**src/rtl/ifu_prefetch_if.sv**
```systemverilog
// rtl/ifu_prefetch_if.sv - fetch-side bundle: instruction memory port, decode-side head port, redirect
interface ifu_prefetch_if #(
    parameter int ADDR_W = 14
);
    // instruction memory port
    logic              imem_req;
    logic [ADDR_W-1:0] imem_addr;
    logic              imem_rvalid;
    logic [31:0]       imem_rdata;
    // head of the prefetch queue
    logic              if_valid;
    logic [31:0]       if_pc;
    logic [31:0]       if_inst;
    logic              if_ready;
    // branch/jump restart
    logic              redirect;
    logic [31:0]       redirect_pc;

    modport master (
        output imem_req, imem_addr, if_valid, if_pc, if_inst,
        input  imem_rvalid, imem_rdata, if_ready, redirect, redirect_pc
    );

    modport slave (
        input  imem_req, imem_addr, if_valid, if_pc, if_inst,
        output imem_rvalid, imem_rdata, if_ready, redirect, redirect_pc
    );
endinterface

```
**src/rtl/ifu_prefetch.sv**
```systemverilog
// rtl/ifu_prefetch.sv - instruction prefetcher with one outstanding fetch; optional IFU_PERF_EN counters
module ifu_prefetch #(
    parameter int          DEPTH    = 4,
    parameter int          ADDR_W   = 14,
    parameter logic [31:0] RESET_PC = 32'h0000_0000
) (
    input  logic                 cpu_clk,
    input  logic                 cpu_rst,
    ifu_prefetch_if.master       bus
`ifdef IFU_PERF_EN
    ,
    output logic [31:0]          perf_fetch_cnt,
    output logic [31:0]          perf_flush_cnt
`endif
);
    localparam int PW = (DEPTH > 1) ? $clog2(DEPTH) : 1;
    localparam int CW = PW + 1;

    typedef enum logic [1:0] {
        IDLE = 2'd0,
        WAIT = 2'd1,
        DROP = 2'd2
    } state_t;

    state_t          state_q;
    logic [31:0]     fetch_pc_q;
    logic [PW-1:0]   wr_ptr_q;
    logic [PW-1:0]   rd_ptr_q;
    logic [CW-1:0]   count_q;
    logic [63:0]     mem_q [DEPTH];

    logic            pop;
    logic            rsp;
    logic            push;
    logic [CW-1:0]   occ_post;
    logic            issue_idle;
    logic            issue_wait;
    logic [31:0]     req_pc;
    logic            unused_bits;

    // Handshake decode; a redirect always wins over pushes and new requests
    always_comb begin
        pop        = (count_q != '0) && bus.if_ready;
        rsp        = (state_q == WAIT) && bus.imem_rvalid;
        push       = rsp && !bus.redirect;
        occ_post   = count_q + CW'(push) - CW'(pop);
        issue_idle = (state_q == IDLE) && !bus.redirect && (count_q < CW'(DEPTH));
        // Back-to-back issue only when the response of the next request has a slot
        issue_wait = push && (occ_post < CW'(DEPTH));
        // A request issued alongside a push fetches the word after the one being pushed
        req_pc     = issue_wait ? (fetch_pc_q + 32'd4) : fetch_pc_q;
    end

    assign bus.imem_req  = cpu_rst && (issue_idle || issue_wait);
    assign bus.imem_addr = req_pc[ADDR_W+1:2];
    assign bus.if_valid  = (count_q != '0);
    assign bus.if_pc     = mem_q[rd_ptr_q][63:32];
    assign bus.if_inst   = mem_q[rd_ptr_q][31:0];
    assign unused_bits   = ^{req_pc, bus.redirect_pc[1:0]};

    // Fetch FSM: tracks whether the single outstanding request is live or stale
    always_ff @(posedge cpu_clk) begin
        if (!cpu_rst) begin
            state_q <= IDLE;
        end else begin
            case (state_q)
                IDLE: begin
                    if (issue_idle) state_q <= WAIT;
                end
                WAIT: begin
                    if (bus.imem_rvalid) begin
                        state_q <= issue_wait ? WAIT : IDLE;
                    end else if (bus.redirect) begin
                        state_q <= DROP;
                    end
                end
                DROP: begin
                    if (bus.imem_rvalid) state_q <= IDLE;
                end
                default: state_q <= IDLE;
            endcase
        end
    end

    // Fetch PC: restart on redirect, advance on every accepted response
    always_ff @(posedge cpu_clk) begin
        if (!cpu_rst) begin
            fetch_pc_q <= RESET_PC;
        end else if (bus.redirect) begin
            fetch_pc_q <= {bus.redirect_pc[31:2], 2'b00};
        end else if (push) begin
            fetch_pc_q <= fetch_pc_q + 32'd4;
        end
    end

    // Queue pointers and occupancy; a redirect empties the queue outright
    always_ff @(posedge cpu_clk) begin
        if (!cpu_rst || bus.redirect) begin
            wr_ptr_q <= '0;
            rd_ptr_q <= '0;
            count_q  <= '0;
        end else begin
            if (push) wr_ptr_q <= wr_ptr_q + PW'(1);
            if (pop)  rd_ptr_q <= rd_ptr_q + PW'(1);
            count_q <= occ_post;
        end
    end

    // Queue storage; contents are only meaningful below the occupancy count
    always_ff @(posedge cpu_clk) begin
        if (push) mem_q[wr_ptr_q] <= {fetch_pc_q, bus.imem_rdata};
    end

`ifdef IFU_PERF_EN
    logic [31:0] perf_fetch_q;
    logic [31:0] perf_flush_q;

    // Saturating event counters for accepted fetches and redirects
    always_ff @(posedge cpu_clk) begin
        if (!cpu_rst) begin
            perf_fetch_q <= '0;
            perf_flush_q <= '0;
        end else begin
            if (push && (perf_fetch_q != 32'hFFFF_FFFF))
                perf_fetch_q <= perf_fetch_q + 32'd1;
            if (bus.redirect && (perf_flush_q != 32'hFFFF_FFFF))
                perf_flush_q <= perf_flush_q + 32'd1;
        end
    end

    assign perf_fetch_cnt = perf_fetch_q;
    assign perf_flush_cnt = perf_flush_q;
`endif
endmodule

```
**src/flat_wrapper.sv**
```systemverilog
// flat-port wrapper written by rule: the top's interface ports become plain ports
module ifu_prefetch_flat 
#(
    parameter int          DEPTH    = 4,
    parameter int          ADDR_W   = 14,
    parameter logic [31:0] RESET_PC = 32'h0000_0000
)
  (cpu_clk, cpu_rst, bus_imem_req, bus_imem_addr, bus_if_valid, bus_if_pc, bus_if_inst, bus_imem_rvalid, bus_imem_rdata, bus_if_ready, bus_redirect, bus_redirect_pc);
  ifu_prefetch_if #(.ADDR_W(ADDR_W)) bus_i ();
  input  logic cpu_clk;
  input  logic cpu_rst;
  output wire logic [$bits(bus_i.imem_req)-1:0] bus_imem_req;
  output wire logic [$bits(bus_i.imem_addr)-1:0] bus_imem_addr;
  output wire logic [$bits(bus_i.if_valid)-1:0] bus_if_valid;
  output wire logic [$bits(bus_i.if_pc)-1:0] bus_if_pc;
  output wire logic [$bits(bus_i.if_inst)-1:0] bus_if_inst;
  input wire logic [$bits(bus_i.imem_rvalid)-1:0] bus_imem_rvalid;
  input wire logic [$bits(bus_i.imem_rdata)-1:0] bus_imem_rdata;
  input wire logic [$bits(bus_i.if_ready)-1:0] bus_if_ready;
  input wire logic [$bits(bus_i.redirect)-1:0] bus_redirect;
  input wire logic [$bits(bus_i.redirect_pc)-1:0] bus_redirect_pc;
  assign bus_imem_req = bus_i.imem_req;
  assign bus_imem_addr = bus_i.imem_addr;
  assign bus_if_valid = bus_i.if_valid;
  assign bus_if_pc = bus_i.if_pc;
  assign bus_if_inst = bus_i.if_inst;
  assign bus_i.imem_rvalid = bus_imem_rvalid;
  assign bus_i.imem_rdata = bus_imem_rdata;
  assign bus_i.if_ready = bus_if_ready;
  assign bus_i.redirect = bus_redirect;
  assign bus_i.redirect_pc = bus_redirect_pc;
  ifu_prefetch #(.DEPTH(DEPTH), .ADDR_W(ADDR_W), .RESET_PC(RESET_PC)) u_core (.cpu_clk(cpu_clk), .cpu_rst(cpu_rst), .bus(bus_i));
endmodule
```
**config.mk**
```make
export PLATFORM = sky130hd
export DESIGN_NAME = ifu_prefetch_flat
export DESIGN_NICKNAME = d
export VERILOG_FILES = /design/src/rtl/ifu_prefetch_if.sv /design/src/rtl/ifu_prefetch.sv /design/src/flat_wrapper.sv
export SDC_FILE = /design/constraint.sdc
export NUM_CORES = 1
export LEC_CHECK = 0
export ABC_AREA = 1
export BUFFER_PORTS_ARGS = -buffer_cell sky130_fd_sc_hd__buf_4
export CORE_ASPECT_RATIO = 1.4
export CORE_MARGIN = 4
export CORE_UTILIZATION = 40
export DETAILED_ROUTE_END_ITERATION = 8
export GPL_ROUTABILITY_DRIVEN = 0
export PLACE_DENSITY = 0.63
export RECOVER_POWER = 50
export REMOVE_ABC_BUFFERS = 1
export SKIP_CTS_REPAIR_TIMING = 1
export SLEW_MARGIN = 10
export SYNTH_ARGS = -nofsm -noshare
export SYNTH_HDL_FRONTEND = slang
export SYNTH_SLANG_ARGS = --single-unit
```
**constraint.sdc**
```tcl
create_clock -name cpu_clk -period 4.8 [get_ports cpu_clk]
set_clock_uncertainty 0.1 [all_clocks]
set_input_delay 0.24 -clock cpu_clk [delete_from_list [all_inputs] [get_ports cpu_clk]]
set_output_delay 0.24 -clock cpu_clk [all_outputs]
set_load 0.02 [all_outputs]
```
==> run_results.csv <==
group,metric,value,unit
run_status,outcome,"finished with violations",
run_status,violations,"negative hold slack, max-capacitance violations, max-slew violations",
logic_synthesis,synth_compound_area_share,11.4,%
logic_synthesis,syn_area_per_cell,11.1,um2
clock_network,cts_inserted_buffers,28,
logic_synthesis,yosysSeqAreaShare,68.9,%
timing,slew_viol_final,42,
setup_path,crit_path_max_incr_delay,1680,ps
die,dieWidth,154,um
power,power.internal,4.22,mW
setup_path,critPathRequiredTime,4910,ps
logic_synthesis,yosysWarnings,0,
logic_synthesis,synthArstFlopShare,0,%
layout,final_nets,1336,
die,dieArea,32900,um2
route,viasPerCell,5.08,
power,p_per_area,359,nW/um2
logic_synthesis,synthFlopType,"edfxtp_1",
die,core-area,29400,um2
logic_synthesis,synthAdderAreaFrac,0.896,%
logic_synthesis,muxShareOfSynthArea,0,%
setup_path,crit_type,"reg -> reg",
timing,hold_viol_final,3,
power,p_sw_share,20.5,%
hold_path,hp-start,"bus_redirect_pc[13]",
route,drc,0,
logic_synthesis,syn-cell-area,12000,um2
setup_path,slowest_stage,"nor2_1",
global_route,antenna_found_initial,0,
layout,drive_above_1_share,14.2,%
logic_synthesis,synth-simple-area-share,13.4,%
logic_synthesis,synth_edf_count,248,
power,total_power,5.31,mW
global_route,grt_first_pass_wirelength,42900,um
power,p_comb_share,5.7,%
timing,period_share,84.7,%
place,io_buffers,144,
layout,syn2layout_area_growth,23.3,%
flow_run,drv_cap,2,
route,wl_per_cell,17.1,um
logic_synthesis,ys_top_cells_by_area,"edfxtp_1 (62%), dfxtp_1 (6.8%), o21ai_0 (6.2%)",
layout,final_common_cell,"edfxtp_1",
logic_synthesis,synth_top_family_by_area,"simple AND/OR/NAND/NOR gates",
setup_path,crit_path_max_fanout,42,
route,antenna_left,0,
timing,hold-worst-slack,-18.2,ps
logic_synthesis,synth_largest_area_cell,"edfxtp_1",
logic_synthesis,synth_top_area_share,62.0,%
timing,setup_violations,0,
die,start_util,40.9,%
global_route,overflow,0,
power,p_leak,5.29,nW
place,dp_cells,1558,
setup_path,cp-start-kind,"register",
place,pre_cts_ws,1590,ps
timing,max-slew-margin-rel,-46.5,%
clock_network,cts_tree,"yes",
setup_path,cpMostUsedCell,"inv_1",
power,clock_power_share,41.5,%
route,vias,8432,
clock_network,clockRootBuffer,"clkbuf_16",
logic_synthesis,synth-xor-area-share,1.08,%
global_route,grt_max_degree,89,
layout,n_antenna_cell,0,
layout,final-instance-count-excl-fill,1660,
global_route,grtUsageTotal,16.5,%
clock_network,clkTransAtPathRegs,60,ps
clock_network,htreeDepth,1,
setup_path,crit_chain,"inv_1, nand3_1, nor2_4, inv_1, nor2_1, buf_12",
layout,mostFrequentLayoutCells,"edfxtp_1 (248), nor2_1 (175), nand2_1 (152), o21ai_0 (149), buf_4 (115)",
timing,rsz0062_at_grt,"false",
timing,fin_ws,735,ps
route,drt_iter0_markers,466,
setup_path,critPathArrivalTime,4170,ps
die,fp.dieH,213,um
timing,max_slew.worst_pin.slew,2190,ps
clock_network,cts.sinks,289,
hold_path,hold_path_class,"in -> reg",
clock_network,clkLatencyLatePin,540,ps
clock_network,clk_path_buf_depth,3,
global_route,grt_pass1_vias,7841,
layout,fillers,2591,
power,pwr-share-seq,52.8,%
logic_synthesis,yosysUniqueCellTypes,36,
layout,fin_util,50.4,%
power,vdd_drop_max,0.219,mV
place,dp_hpwl,17300,um
route,routed_wl,28400,um
logic_synthesis,ys_ff_latch,289,
logic_synthesis,syn_inst,1077,
timing,layout_min_cycle_time,4070,ps
timing,timing.fmax,246,MHz
power,power.switching,1.09,mW
setup_path,r2r-start,"u_core.state_q[1]",
setup_path,startpoint,"u_core.state_q[1]",
route,drt-pass1-iter-count,5,
die,fp-row-count,74,
die,ios,149,
setup_path,crit_path_end_kind,"register",
==> area by class of cell <==
type,count,area [um2],area share [%]
multi-input combinational,662,3230,21.8
clock inverter,5,73.8,0.499
tap,380,475,3.21
clock buffer,46,870,5.87
inverter,71,268,1.81
sequential,289,8270,55.9
timing repair buffer,207,1610,10.9
==> registers in the layout, indices dropped and copies added, names as in the netlist, named ones only <==
name and count:
u_core.mem_q 248, u_core.fetch_pc_q 30, u_core.wr_ptr_q 2, u_core.rd_ptr_q 2, u_core.state_q 2, u_core.count_q 3
==> cell usage after synthesis (3+ instances only) <==
master	number
a21oi_1	25
a31oi_1	11
buf_2	18
clkbuf_1	35
dfxtp_1	41
edfxtp_1	248
ha_1	7
inv_1	68
inv_2	3
nand2_1	150
nand2_4	4
nand3_1	31
nor2_1	177
nor2_4	9
o21ai_0	149
o21ai_1	3
o22ai_1	62
xor2_1	12
==> critical path, delay by kind of cell (launching register included) <==
family	cells	cell delay (ps)
buffers and inverters	3	780
and+or+nand+nor	3	2490
DFF	1	320
==> worst paths after layout <==
check,end,slack (ps),cells past startpoint
max reg2reg,u_core.mem_q[2][13],730,6
max,u_core.mem_q[2][13],730,6
min reg2reg,register,370,2
min,u_core.fetch_pc_q[13],-20,5
==> cell families after synthesis <==
group | after synthesis
AND/OR/NAND/NOR | 384
flip-flops | 289
AO/OA/AOI/OAI | 254
buffers and inverters | 127
XOR/XNOR | 14
adder cells (fa/ha/maj) | 8
other | 1
==> power groups by stage <==
stage	Sequential [mW]	Combinational (mW)	Clock (mW)
after floorplan	2.84	0.144	0
after global placement	2.85	0.285	0
after detailed placement	2.86	0.289	0
after CTS	2.80	0.291	2.26
after global routing	2.81	0.338	2.37
final	2.80	0.305	2.21
==> metrics by stage <==
step / hold WS, ps / area [um2] / setup TNS (ps)
floorplan: 239 / 11800 / -7040
global placement: 342 / 13500 / 0
detailed placement: 343 / 13500 / 0
CTS: -234 / 14500 / 0
global route: 6.55 / 14800 / 0
finish: -18.2 / 14800 / 0
==> routing by layer <==
metal	share of wire (%)	track usage, %	wire length [um]
met1	42	20.9	11800
met2	52	29.8	14700
met3	4.7	2.27	1350
met4	2.0	4.36	561
met5	0	0	0
Note: power is estimated with default switching activity, not from simulation.
